$ cat src/rtl/nbbpu_pkg.sv
// nbbpu_pkg: shared widths, opcode map and fetch FSM encoding for the NBBPU core.
package nbbpu_pkg;

    localparam int ADDR_WIDTH   = 16;
    localparam int INSTR_WIDTH  = 16;
    localparam int OPCODE_WIDTH = 4;

    // Opcode field, instruction[15:12].
    typedef enum logic [OPCODE_WIDTH-1:0] {
        OP_ADD = 4'h0,
        OP_SUB = 4'h1,
        OP_MUL = 4'h2,
        OP_AND = 4'h3,
        OP_OR  = 4'h4,
        OP_XOR = 4'h5,
        OP_NOT = 4'h6,
        OP_SHL = 4'h7,
        OP_SHR = 4'h8,
        OP_LOD = 4'h9,
        OP_STR = 4'hA,
        OP_SEU = 4'hB,
        OP_JMP = 4'hC,
        OP_BRE = 4'hD,
        OP_BRN = 4'hE,
        OP_RES = 4'hF
    } opcode_e;

    // Fetch front-end sequencing.
    typedef enum logic [1:0] {
        S_BOOT  = 2'd0,
        S_RUN   = 2'd1,
        S_FLUSH = 2'd2
    } fetch_state_e;

    // 16-bit counter step that sticks at all-ones.
    function automatic logic [15:0] sat_inc16(input logic [15:0] value, input logic en);
        return (en && (value != 16'hFFFF)) ? value + 16'd1 : value;
    endfunction

endpackage

$ cat src/rtl/fetch_buffer.sv
// fetch_buffer: DEPTH-entry synchronous FIFO of {address, instruction} pairs.
// clear has priority over push and pop; push into a full buffer is accepted
// only together with a pop.
module fetch_buffer #(
    parameter int DEPTH = 2,
    parameter int AW    = 16,
    parameter int IW    = 16
) (
    input  logic                       clock,
    input  logic                       reset,
    input  logic                       push,
    input  logic                       pop,
    input  logic                       clear,
    input  logic [AW-1:0]              push_addr,
    input  logic [IW-1:0]              push_data,
    output logic                       full,
    output logic                       empty,
    output logic [$clog2(DEPTH+1)-1:0] count,
    output logic [AW-1:0]              head_addr,
    output logic [IW-1:0]              head_data
);

    localparam int PW = $clog2(DEPTH);
    localparam int CW = $clog2(DEPTH+1);

    logic [AW+IW-1:0] entry_q [DEPTH];
    logic [PW-1:0]    wr_ptr_q, wr_ptr_d;
    logic [PW-1:0]    rd_ptr_q, rd_ptr_d;
    logic [CW-1:0]    count_q, count_d;
    logic             do_push, do_pop;

    assign empty   = (count_q == '0);
    assign full    = (count_q == CW'(DEPTH));
    assign count   = count_q;
    assign do_pop  = pop && !empty;
    assign do_push = push && (!full || do_pop);

    assign {head_addr, head_data} = entry_q[rd_ptr_q];

    // Next pointers and occupancy; pointers wrap naturally since DEPTH is a power of two.
    always_comb begin
        // NOTE: every _d gets its hold value first so no path can infer a latch.
        wr_ptr_d = wr_ptr_q;
        rd_ptr_d = rd_ptr_q;
        count_d  = count_q;
        if (clear) begin
            wr_ptr_d = '0;
            rd_ptr_d = '0;
            count_d  = '0;
        end else begin
            if (do_push) wr_ptr_d = wr_ptr_q + 1'b1;
            if (do_pop)  rd_ptr_d = rd_ptr_q + 1'b1;
            if (do_push && !do_pop)      count_d = count_q + 1'b1;
            else if (do_pop && !do_push) count_d = count_q - 1'b1;
        end
    end

    // Pointer and occupancy registers.
    always_ff @(posedge clock or negedge reset) begin
        // NOTE: state registers use non-blocking assignments so every flop samples pre-edge values.
        if (!reset) begin
            wr_ptr_q <= '0;
            rd_ptr_q <= '0;
            count_q  <= '0;
        end else begin
            wr_ptr_q <= wr_ptr_d;
            rd_ptr_q <= rd_ptr_d;
            count_q  <= count_d;
        end
    end

    // Entry storage write port.
    always_ff @(posedge clock) begin
        // NOTE: storage has no reset; count_q == 0 already marks every entry as invalid.
        if (do_push && !clear) entry_q[wr_ptr_q] <= {push_addr, push_data};
    end

endmodule

$ cat src/rtl/fetch_unit.sv
// fetch_unit: NBBPU instruction fetch front-end. Issues sequential requests to
// instruction memory, buffers responses and hands them to decode over
// valid/ready; a taken jump/branch (PC_select on a handshake) flushes and redirects.
// Optional macro FETCH_PERF_EN adds saturating fetch_count / flush_count outputs.
module fetch_unit #(
    parameter int                    ADDR_WIDTH  = nbbpu_pkg::ADDR_WIDTH,
    parameter int                    INSTR_WIDTH = nbbpu_pkg::INSTR_WIDTH,
    parameter logic [ADDR_WIDTH-1:0] RESET_PC    = '0,
    parameter int                    DEPTH       = 2
) (
    input  logic                   clock,
    input  logic                   reset,
    output logic [ADDR_WIDTH-1:0]  instr_addr,
    output logic                   instr_req,
    input  logic [INSTR_WIDTH-1:0] instr_rdata,
    output logic [INSTR_WIDTH-1:0] instruction,
    output logic [3:0]             opcode,
    output logic [ADDR_WIDTH-1:0]  instr_PC,
    output logic                   instr_valid,
    input  logic                   instr_ready,
    input  logic                   PC_select,
    input  logic [ADDR_WIDTH-1:0]  jump_target
`ifdef FETCH_PERF_EN
    ,
    output logic [15:0]            fetch_count,
    output logic [15:0]            flush_count
`endif
);

    import nbbpu_pkg::*;

    localparam int CW = $clog2(DEPTH+1);

    fetch_state_e           state_q, state_d;
    logic [ADDR_WIDTH-1:0]  fetch_pc_q, fetch_pc_d;
    logic [ADDR_WIDTH-1:0]  inflight_addr_q, inflight_addr_d;
    logic                   inflight_q, inflight_d;
    logic                   drop_q, drop_d;
    logic [INSTR_WIDTH-1:0] hold_instr_q, hold_instr_d;
    logic [ADDR_WIDTH-1:0]  hold_pc_q, hold_pc_d;

    logic                   buf_full, buf_empty;
    logic [CW-1:0]          buf_count;
    logic [ADDR_WIDTH-1:0]  head_addr;
    logic [INSTR_WIDTH-1:0] head_data;
    logic                   handshake, redirect, resp_push, space_free, req;

    assign handshake = instr_valid && instr_ready;
    assign redirect  = handshake && PC_select;
    // A redirect discards the response landing on the same edge.
    assign resp_push = inflight_q && !drop_q && !redirect;
    // Room for one more request counting both buffered and in-flight entries.
    assign space_free = !buf_full && !(inflight_q && (buf_count == CW'(DEPTH-1)));
    // A pop this cycle frees a slot, which keeps throughput at one per cycle.
    assign req = (state_q == S_RUN) && (handshake || space_free);

    assign instr_req   = req;
    assign instr_addr  = fetch_pc_q;
    assign instr_valid = !buf_empty;
    assign instruction = buf_empty ? hold_instr_q : head_data;
    assign instr_PC    = buf_empty ? hold_pc_q : head_addr;
    assign opcode      = instruction[INSTR_WIDTH-1 -: OPCODE_WIDTH];

    fetch_buffer #(
        .DEPTH (DEPTH),
        .AW    (ADDR_WIDTH),
        .IW    (INSTR_WIDTH)
    ) u_buf (
        .clock     (clock),
        .reset     (reset),
        .push      (resp_push),
        .pop       (handshake),
        .clear     (redirect),
        .push_addr (inflight_addr_q),
        .push_data (instr_rdata),
        .full      (buf_full),
        .empty     (buf_empty),
        .count     (buf_count),
        .head_addr (head_addr),
        .head_data (head_data)
    );

    // Next-state for the sequencer, fetch PC, in-flight tracking and head hold.
    always_comb begin
        state_d         = state_q;
        fetch_pc_d      = fetch_pc_q;
        inflight_d      = req;
        inflight_addr_d = fetch_pc_q;
        drop_d          = redirect;
        hold_instr_d    = hold_instr_q;
        hold_pc_d       = hold_pc_q;

        if (redirect)  fetch_pc_d = jump_target;
        else if (req)  fetch_pc_d = fetch_pc_q + 1'b1;

        case (state_q)
            S_BOOT:  state_d = S_RUN;
            S_RUN:   if (redirect) state_d = S_FLUSH;
            S_FLUSH: state_d = S_RUN;
            default: state_d = S_BOOT;
        endcase

        if (!buf_empty) begin
            hold_instr_d = head_data;
            hold_pc_d    = head_addr;
        end
    end

    // All fetch-side registers.
    always_ff @(posedge clock or negedge reset) begin
        if (!reset) begin
            state_q         <= S_BOOT;
            fetch_pc_q      <= RESET_PC;
            inflight_q      <= 1'b0;
            inflight_addr_q <= '0;
            drop_q          <= 1'b0;
            hold_instr_q    <= '0;
            hold_pc_q       <= '0;
        end else begin
            state_q         <= state_d;
            fetch_pc_q      <= fetch_pc_d;
            inflight_q      <= inflight_d;
            inflight_addr_q <= inflight_addr_d;
            drop_q          <= drop_d;
            hold_instr_q    <= hold_instr_d;
            hold_pc_q       <= hold_pc_d;
        end
    end

`ifdef FETCH_PERF_EN
    logic [15:0] fetch_count_q, fetch_count_d;
    logic [15:0] flush_count_q, flush_count_d;

    // Saturating counts of buffered instructions and redirects.
    always_comb begin
        fetch_count_d = sat_inc16(fetch_count_q, resp_push);
        flush_count_d = sat_inc16(flush_count_q, redirect);
    end

    // Performance counter registers.
    always_ff @(posedge clock or negedge reset) begin
        if (!reset) begin
            fetch_count_q <= '0;
            flush_count_q <= '0;
        end else begin
            fetch_count_q <= fetch_count_d;
            flush_count_q <= flush_count_d;
        end
    end

    assign fetch_count = fetch_count_q;
    assign flush_count = flush_count_q;
`endif

endmodule
$ cat config.mk
export PLATFORM = sky130hd
export DESIGN_NAME = fetch_unit
export DESIGN_NICKNAME = d
export VERILOG_FILES = /design/src/rtl/nbbpu_pkg.sv /design/src/rtl/fetch_buffer.sv /design/src/rtl/fetch_unit.sv
export SDC_FILE = /design/constraint.sdc
export NUM_CORES = 1
export LEC_CHECK = 0
export BUFFER_PORTS_ARGS = -buffer_cell sky130_fd_sc_hd__buf_2
export CORE_ASPECT_RATIO = 0.6
export CORE_MARGIN = 2
export CORE_UTILIZATION = 50
export CTS_BUF_LIST = sky130_fd_sc_hd__clkbuf_4 sky130_fd_sc_hd__clkbuf_8 sky130_fd_sc_hd__clkbuf_16
export CTS_CLUSTER_SIZE = 25
export DETAILED_ROUTE_END_ITERATION = 8
export GPL_ROUTABILITY_DRIVEN = 1
export PLACE_DENSITY = 0.75
export SLEW_MARGIN = 20
export SYNTH_ARGS = -nofsm -noshare
export SYNTH_HDL_FRONTEND = slang
export SYNTH_SLANG_ARGS = --single-unit
$ cat constraint.sdc
create_clock -name clock -period 2.95 [get_ports clock]
set_input_delay 0.295 -clock clock [delete_from_list [all_inputs] [get_ports clock]]
set_output_delay 0.295 -clock clock [all_outputs]
set_load 0.02 [all_outputs]
Word-level counts from Yosys, hierarchy flattened
Memory sizes are Yosys's and may differ from the RTL's.
Cells that the tools add are included.

storage, ports and cells
  flip-flop bits (word level) = 72
  memory bits (writable) = 64
  output and inout port bits = 54
  memories = 1

cells by class
  $add $sub $neg = 5
  equality and inequality tests = 5
  multiplexer cells = 15
  reductions and logical operators = 28

memory list
  memory         depth  bits a word  read ports  clocked after Yosys merged registers in  write ports  line                RTL
  u_buf.entry_q  2      32           1           0                                        1            fetch_buffer.sv:26  logic [AW+IW-1:0] entry_q [DEPTH];

operator list
  operator                                                                count
  16-bit 2-to-1 mux                                                       4
  16-bit by 1-bit adder with 16-bit output (second input constant)        1
  1-bit logical AND                                                       12
  2-bit 2-to-1 mux                                                        4
  1-bit logical NOT                                                       7
  1-bit 2-to-1 mux                                                        6
  2-bit nonzero test                                                      3
  2-bit by 1-bit equality test with 1-bit output (second input constant)  2
  2-bit equality test (second input constant)                             2
  2-bit logical NOT                                                       2
  2-bit one-hot mux with 2 select lines                                   1
  3-bit nonzero test                                                      1
  1-bit adder (second input constant)                                     2
  2-bit by 1-bit adder with 2-bit output (second input constant)          1
  1-bit logical OR                                                        2
  2-bit != test (second input constant)                                   1
  2-bit OR reduction                                                      1
  2-bit by 1-bit subtractor with 2-bit output (second input constant)     1

Longest topological paths before layout
Gate-level depths: netlist (run 1).

  word-level depth = 12
  mapped depth = 9

Modules after synthesis
A second synthesis (run 1) with hierarchy kept.

second synthesis, totals
  cell total of the unflattened synthesis = 345
  area, all modules = 5392.7 µm²

by module, submodules not included
  module        times used  cells an instance  area each (µm²)
  fetch_unit    1           220                2849.0
  fetch_buffer  1           125                2543.7

Worst setup path before layout (run 1)
No wires, ideal clock.

  kind = reg2reg
  start = register u_buf.count_q[1] (netlist: u_buf.count[1])
  end = memory u_buf.entry_q[0][0] (netlist name) (enable)
  arrival = 2.741 ns
  required time = 2.529 ns
  setup slack = -0.212 ns
  cell stages (with the launch flop) = 9
  buffers on the path = 2
  path through = dfrtp_1 inv_1 ha_1 nor2b_2 buf_6 nand2_1 clkbuf_1 nand2_1 nor2_1

on the way
  longest elaborated chain between the ends = 10
  elaborated cells between the ends (all ways) = 14
  classes of those cells = 1 x eq/ne; 2 x mux; 11 x reduce/logical

RTL lines
  what                                        line                                  RTL
  start, declared                             fetch_buffer.sv:29                    logic [CW-1:0] count_q, count_d;
  start signal, assigned                      fetch_buffer.sv:68                    count_q <= count_d;
  2-bit logical NOT                           fetch_buffer.sv:32                    assign empty = (count_q == '0);
  1-bit logical NOT                           fetch_buffer.sv:35, fetch_unit.sv:59
  1-bit logical AND                           fetch_unit.sv:48                      assign handshake = instr_valid && instr_ready;
  1-bit logical AND                           fetch_unit.sv:49                      assign redirect = handshake && PC_select;
  1-bit logical NOT                           fetch_buffer.sv:75, fetch_unit.sv:51
  1-bit logical AND                           fetch_unit.sv:51                      assign resp_push = inflight_q && !drop_q && !redirect;
  1-bit logical AND                           fetch_buffer.sv:36                    assign do_push = push && (!full || do_pop);
  1-bit logical AND (*)                       fetch_buffer.sv:75                    if (do_push && !clear) entry_q[wr_ptr_q] <= {push_addr, push_data};
  1-bit 2-to-1 mux (*)                        fetch_buffer.sv:75
  1-bit 2-to-1 mux (implied by the code) (*)  fetch_buffer.sv:75
  end, declared                               fetch_buffer.sv:26

Mark *: on every way between the ends. The rest lies on a longest branch, timed or not.

Worst setup path after layout (run 1)
  start = register u_buf.count_q[1] (netlist: u_buf.count[1])
  end = output instr_PC[1]

on the way
  longest elaborated chain between the ends = 2

RTL lines
  what               line                RTL
  2-bit logical NOT  fetch_buffer.sv:32
  16-bit 2-to-1 mux  --
  end, declared      fetch_unit.sv:18    output logic [ADDR_WIDTH-1:0] instr_PC,

No other way between the ends.

==> summary.txt, run 1 <==
Detailed routing
  • Detail-routed via count per cell: 5.30
  • Routed length per placed instance: 17.0 um
  • Initial DRC Count: 257
  • Total length of routed wires: 10300 um
  • Vias: 3204
  • Detailed-routing iteration count for the pre-antenna-repair pass: 7
  • DRC: 0
  • Post-detailed-route count of antenna-violating nets: 0

Die
  • Die outline height: 82.5 um
  • Area of the placeable core: 0.00991 mm2
  • Die X: 135 um
  • Number of rows in the core area: 28
  • Top-Level Pins: 90
  • Die footprint: 0.0111 mm2
  • Starting Density: 51.8%

Worst setup path
  • Arrival time of the worst setup path: 2.26 ns
  • Startpoint type of the worst setup path: flip-flop
  • CP required: 2.65 ns
  • R2r setup slk: 0.51 ns
  • Worst Setup End Kind: output port
  • Startpoint of the lowest-slack register-to-register path: u_buf.count[0]
  • Depth of the worst register-to-register path: 7
  • Category of the critical setup timing path: flip-flop to output port
  • R2R Path End: u_buf.entry_q[0][27]
  • Peak fanout along the critical path: 53

Yosys
  • Area of the mapped netlist: 0.00513 mm2
  • Fraction of the yosys area taken by sequential cells: 72.6%
  • Cell count after synthesis: 363
  • Synth Net Count: 403
  • Synth warn: 0
  • Number of distinct library cells after synthesis: 34
  • Synthesized flop and latch total: 136
  • Avg Synthesized Cell Area: 14.1 um2

GRT
  • Maximum number of pins on one net before global-route repair: 73
  • Overflow left after global routing: 0
  • Global-route wire length before repair: 15900 um
  • Via count of the first global-routing pass: 3022
  • Number of antenna violations at the first check in global routing: 0
  • Total routing resource utilization after global routing: 19.7%

CTS
  • H-tree Lvls: 4
  • Root buffer cell: clkbuf_16
  • Cells resized by post-CTS repair: 0
  • Hold bufs inserted after CTS: 0
  • Clk buf depth: 2
  • Clock buffers created by TritonCTS: 17
  • Clock latency on the worst-skew pair: 0.41 ns
  • Clock Sink Count: 136
  • Clock tree from TritonCTS: done
  • Clock transition time at the flip-flop clock pins of the worst setup and hold paths: 0.06 ns
  • # Post-CTS Setup Buffers: 0

Pwr
  • Maximum VDD drop: 0.579 mV
  • Total power per unit cell area: 1350 mW/mm2
  • Leakage power figure: 2.62 nW

Run status
  • Outcome: finished clean

Timing
  • Worst hold margin: 0.00406 ns
  • Setup Viol. Count Final: 0
  • Total count of max-transition violations in the final report: 0
  • Post-route minimum period: 2.56 ns
  • RSZ-0062 raised after global routing: false
  • Period Utilization, post-route: 86.8%
  • Skew final: 0.0123 ns
  • Peak clock frequency supported by timing: 0.391 GHz
  • Count of endpoints failing hold in the final timing report: 0
  • Worst slew margin relative to its limit: 39.5%
  • Actual slew at the worst max-slew pin: 0.908 ns
  • Setup TNS after final layout: 0 ns

Place
  • Weighted congestion reported at the end of routability-driven placement: 0.799
  • Port Buffer Count: 89
  • Dpl hpwl: 6620 um

Hold path
  • Type of the tightest min-delay check: input pin to async pin

Final layout
  • Commonest cells after routing, fill and taps aside: buf_2 (88), dfrtp_1 (71), edfxtp_1 (64), nand2_1 (44), o21ai_0 (41)
  • Signed area change from the synthesized netlist to the final layout: 23.8%
  • Net count, final: 497
  • Most frequent standard cell in the layout excluding fill and tap cells: buf_2
  • Fraction of final layout cells sized beyond drive strength 1: 28.7%
  • Count of antenna diodes in the layout: 0

Run
  • Max Cap Viol: 0
==> flip-flops by register name (all words and copies together), names as in the netlist <==
signal           count
u_buf.rd_ptr_q       1
hold_instr_q        16
u_buf.count          2
drop_q               1
instr_addr          16
u_buf.entry_q       64
inflight_q           1
hold_pc_q           16
state_q              2
inflight_addr_q     16
u_buf.wr_ptr_q       1
==> synthesized netlist by cell type, drive strengths merged <==
master	instances	area, um2
and2b	1	8.76
nor2b	1	8.76
and4	1	8.76
edfxtp	64	1920
nand2b	3	18.8
o311ai	1	8.76
nand4	2	12.5
nand2	44	165
nand3	7	35.0
nor2	13	48.8
o31ai	8	60.1
o21ai	42	210
o2111ai	2	35.0
a31oi	11	68.8
a21oi	2	13.8
o211ai	3	22.5
ha	4	50.1
and3	3	18.8
mux2i	33	330
buf	9	67.6
dfrtp	72	1800
or3	2	12.5
xor2	3	26.3
and2	1	6.26
or4	9	67.6
clkbuf	11	41.3
inv	7	26.3
xnor2	3	26.3
a211o	1	8.76
==> stage by stage <==
stage	worst slack [ns]	utilization, %	cell area [um2]	instances	total power, mW
after floorplan	0.300	-	5130	363	5.29
after global placement	0.639	57.5	5700	573	6.17
after detailed placement	0.534	57.5	5700	573	6.28
after CTS	0.389	64.0	6350	605	8.62
after global routing	0.224	64.0	6350	605	9.03
final	0.390	64.0	6350	605	8.54
==> where the power goes <==
part / leakage, nW / internal (mW) / total (mW) / switching, mW
logic: 0.855 / 0.910 / 2.86 / 1.95
clock network: 0.322 / 1.54 / 2.29 / 0.748
registers: 1.44 / 2.92 / 3.39 / 0.477
==> cells by family (layout without fill, tap and decap cells) <==
kind of cell	Yosys count	in the layout	share of synthesized area, %
flip-flops	136	136	72.6
AND/OR/NAND/NOR	87	87	8.02
AO/OA/AOI/OAI	70	70	8.34
multiplexers	33	33	6.44
buffers and inverters	27	134	2.63
XOR/XNOR	6	6	1.02
adder cells (fa/ha/maj)	4	4	0.975
==> worst max-delay path by stage <==
| stage | from | to | slack (ns) | cells past startpoint |
|---|---|---|---|---|
| final | u_buf.count[1] | instr_PC[1] | 0.39 | 6 |
| after global placement | u_buf.count[0] | u_buf.entry_q[0][13] | 0.64 | 7 |
| after detailed placement | u_buf.count[0] | u_buf.entry_q[0][20] | 0.53 | 7 |
| after CTS | u_buf.count[1] | instr_req | 0.39 | 6 |
| after floorplan | u_buf.count[1] | u_buf.entry_q[0][0] | 0.30 | 8 |
| after global routing | u_buf.count[1] | instr_req | 0.22 | 6 |
==> per-layer routing <==
| metal | GRT usage, % | vias up | wire, um |
|---|---|---|---|
| met2 | 29.5 | 93 | 4740 |
| met5 | 0 | - | 0 |
| met4 | 6.95 | 0 | 49 |
| met3 | 6.65 | 6 | 567 |
| met1 | 27.3 | 1580 | 4900 |
| li1 | - | 1525 | - |
==> area by class of cell <==
type / instances / area, um2
multi-input cells: 200 / 1280
inverters: 7 / 26.3
fillers: 744 / 3560
well taps: 135 / 169
flip-flops and latches: 136 / 3720
repair buffers: 95 / 493
clock inverters: 13 / 200
clock buffers: 19 / 453
==> critical path, cell delays in order, from the launching register on <==
cell	delay (ns)
dfrtp_1	0.38
inv_1	0.13
ha_2	0.33
buf_4	0.45
nand2_1	0.09
o21ai_0	0.19
buf_2	0.25
Note: power is estimated with default switching activity, not from simulation.
==> run 2, diff against run 1 <==
==> constraint.sdc (replaced) <==
create_clock -name clock -period 2.95 [get_ports clock]
set_input_delay 0.1475 -clock clock [delete_from_list [all_inputs] [get_ports clock]]
set_output_delay 0.1475 -clock clock [all_outputs]
set_load 0.02 [all_outputs]
==> run 2 against run 1 <==
Compared with the run above: register-to-register slack better by 0.11 ns; cell area rose by 3.1%; worst setup slack improved by 0.23 ns; clock-buffer cell count is 4 higher; critical endpoint is now u_buf.entry_q[0][25]; largest power group unchanged.
==> summary.txt, run 2 (synthesized netlist as in run 1, its figures left out) <==
CTS
  • Root buffer cell: clkbuf_16
  • Clock latency on the worst-skew pair: 0.40 ns
  • Clock buffers created by TritonCTS: 17
  • Clock transition time at the flip-flop clock pins of the worst setup and hold paths: 0.05 ns
  • Hold bufs inserted after CTS: 25
  • Clock Sink Count: 136
  • H-tree Lvls: 4
  • Cells resized by post-CTS repair: 0
  • Clock tree from TritonCTS: done
  • Clk buf depth: 2
  • # Post-CTS Setup Buffers: 0

Timing
  • Count of endpoints failing hold in the final timing report: 0
  • Worst hold margin: 0.0261 ns
  • Setup TNS after final layout: 0 ns
  • Worst slew margin relative to its limit: 38.4%
  • Peak clock frequency supported by timing: 0.430 GHz
  • Total count of max-transition violations in the final report: 0
  • Final worst slack: 0.622 ns
  • Setup Viol. Count Final: 0
  • Actual slew at the worst max-slew pin: 0.924 ns
  • Skew final: 0.00817 ns
  • RSZ-0062 raised after global routing: false
  • Post-route minimum period: 2.33 ns
  • Period Utilization, post-route: 78.9%

Place
  • Dpl hpwl: 6550 um
  • Placed Cells incl. Taps: 572
  • Placement-stage cell area: 0.00569 mm2
  • Setup Slack @ Placement: 0.615 ns
  • Weighted congestion reported at the end of routability-driven placement: 0.817
  • Port Buffer Count: 89

Hold path
  • Type of the tightest min-delay check: input pin to flip-flop

Run
  • Max Cap Viol: 0

Detailed routing
  • Total length of routed wires: 10200 um
  • Vias: 3236
  • Detailed-routing iteration count for the pre-antenna-repair pass: 5
  • DRC: 0
  • Post-detailed-route count of antenna-violating nets: 0
  • Initial DRC Count: 180
  • Detail-routed via count per cell: 5.14
  • Routed length per placed instance: 16.2 um

Pwr
  • Total power per unit cell area: 1280 mW/mm2
  • Maximum VDD drop: 0.725 mV
  • Leakage power figure: 2.69 nW
  • Total power after layout: 8.37 mW

Final layout
  • Core Util, Final: 66.0%
  • Post-route design area: 0.00655 mm2
  • Multi-input gate area: 0.00128 mm2
  • Sequential cell area in the final layout: 0.00372 mm2
  • Signed area change from the synthesized netlist to the final layout: 27.6%
  • Net count, final: 521
  • Final Non-Filler Cells: 629
  • Count of antenna diodes in the layout: 0
  • Most frequent standard cell in the layout excluding fill and tap cells: buf_2
  • Register containing the most flip-flops in the final layout: u_buf.entry_q
  • Max reg flops: 64
  • Commonest cells after routing, fill and taps aside: buf_2 (88), dfrtp_1 (71), edfxtp_1 (64), nand2_1 (44), o21ai_0 (41)
  • Fill cell total of the finished layout: 735
  • Fraction of final layout cells sized beyond drive strength 1: 26.9%

Die
  • Area of the placeable core: 0.00991 mm2
  • Die X: 135 um
  • Top-Level Pins: 90
  • Number of rows in the core area: 28
  • Starting Density: 51.8%
  • Die footprint: 0.0111 mm2
  • Die outline height: 82.5 um

GRT
  • Global-route wire length before repair: 16200 um
  • Via count of the first global-routing pass: 3190
  • Number of antenna violations at the first check in global routing: 0
  • Total routing resource utilization after global routing: 20.1%
  • Overflow left after global routing: 0
  • Maximum number of pins on one net before global-route repair: 73

Worst setup path
  • CP required: 3.00 ns
  • Arrival time of the worst setup path: 2.38 ns
  • R2R Path End: u_buf.entry_q[0][25]
  • Capture point of the worst path: u_buf.entry_q[0][25]
  • Depth of the worst register-to-register path: 7
  • R2r setup slk: 0.62 ns
  • Startpoint type of the worst setup path: flip-flop
  • Startpoint of the lowest-slack register-to-register path: u_buf.count[0]
  • Worst Setup End Kind: flip-flop
  • Worst setup startpoint: u_buf.count[0]
  • Peak fanout along the critical path: 32
  • Category of the critical setup timing path: flip-flop to flip-flop

Run status
  • Outcome: finished clean
-- run 2: how the worst min path moves through the flow --
stage                    from          endpoint  slack, ns  cells after the start
2_1_floorplan           reset            drop_q      -0.15                      0
3_3_place_gp            reset  hold_instr_q[11]       0.33                      1
3_5_place_dp            reset  hold_instr_q[13]       0.34                      1
4_1_cts        jump_target[8]     instr_addr[8]      0.004                      3
5_1_grt        jump_target[8]     instr_addr[8]      0.003                      3
6_report       jump_target[8]     instr_addr[8]       0.03                      3
-- run 2: worst max-delay path: stages (launching register included) --
cell      delay (ns)
dfrtp_1         0.39
inv_1           0.09
ha_2            0.20
nand2b_1        0.15
a21oi_1         0.45
nand2_1         0.19
nor2_4          0.10
buf_4           0.39
-- run 2: layer usage --
| metal | global-route usage, % | part of all wire [%] | up-vias |
|---|---|---|---|
| li1 | - | - | 1563 |
| met1 | 27.3 | 48 | 1578 |
| met2 | 30.9 | 46 | 86 |
| met3 | 6.35 | 5.1 | 9 |
| met4 | 7.89 | 0.77 | 0 |
| met5 | 0 | 0 | - |
-- run 2: power breakdown --
group,total (mW),switching (mW),internal (mW)
sequential,3.42,0.507,2.92
clock,2.11,0.705,1.40
combinational,2.83,1.91,0.925
-- run 2: cell type report --
cell class / instances / area share (%)
clock buffers: 23 / 7.38
well taps: 135 / 2.58
repair buffers: 119 / 11.2
flip-flops and latches: 136 / 56.9
inverters: 7 / 0.401
clock inverters: 9 / 1.89
multi-input cells: 200 / 19.6
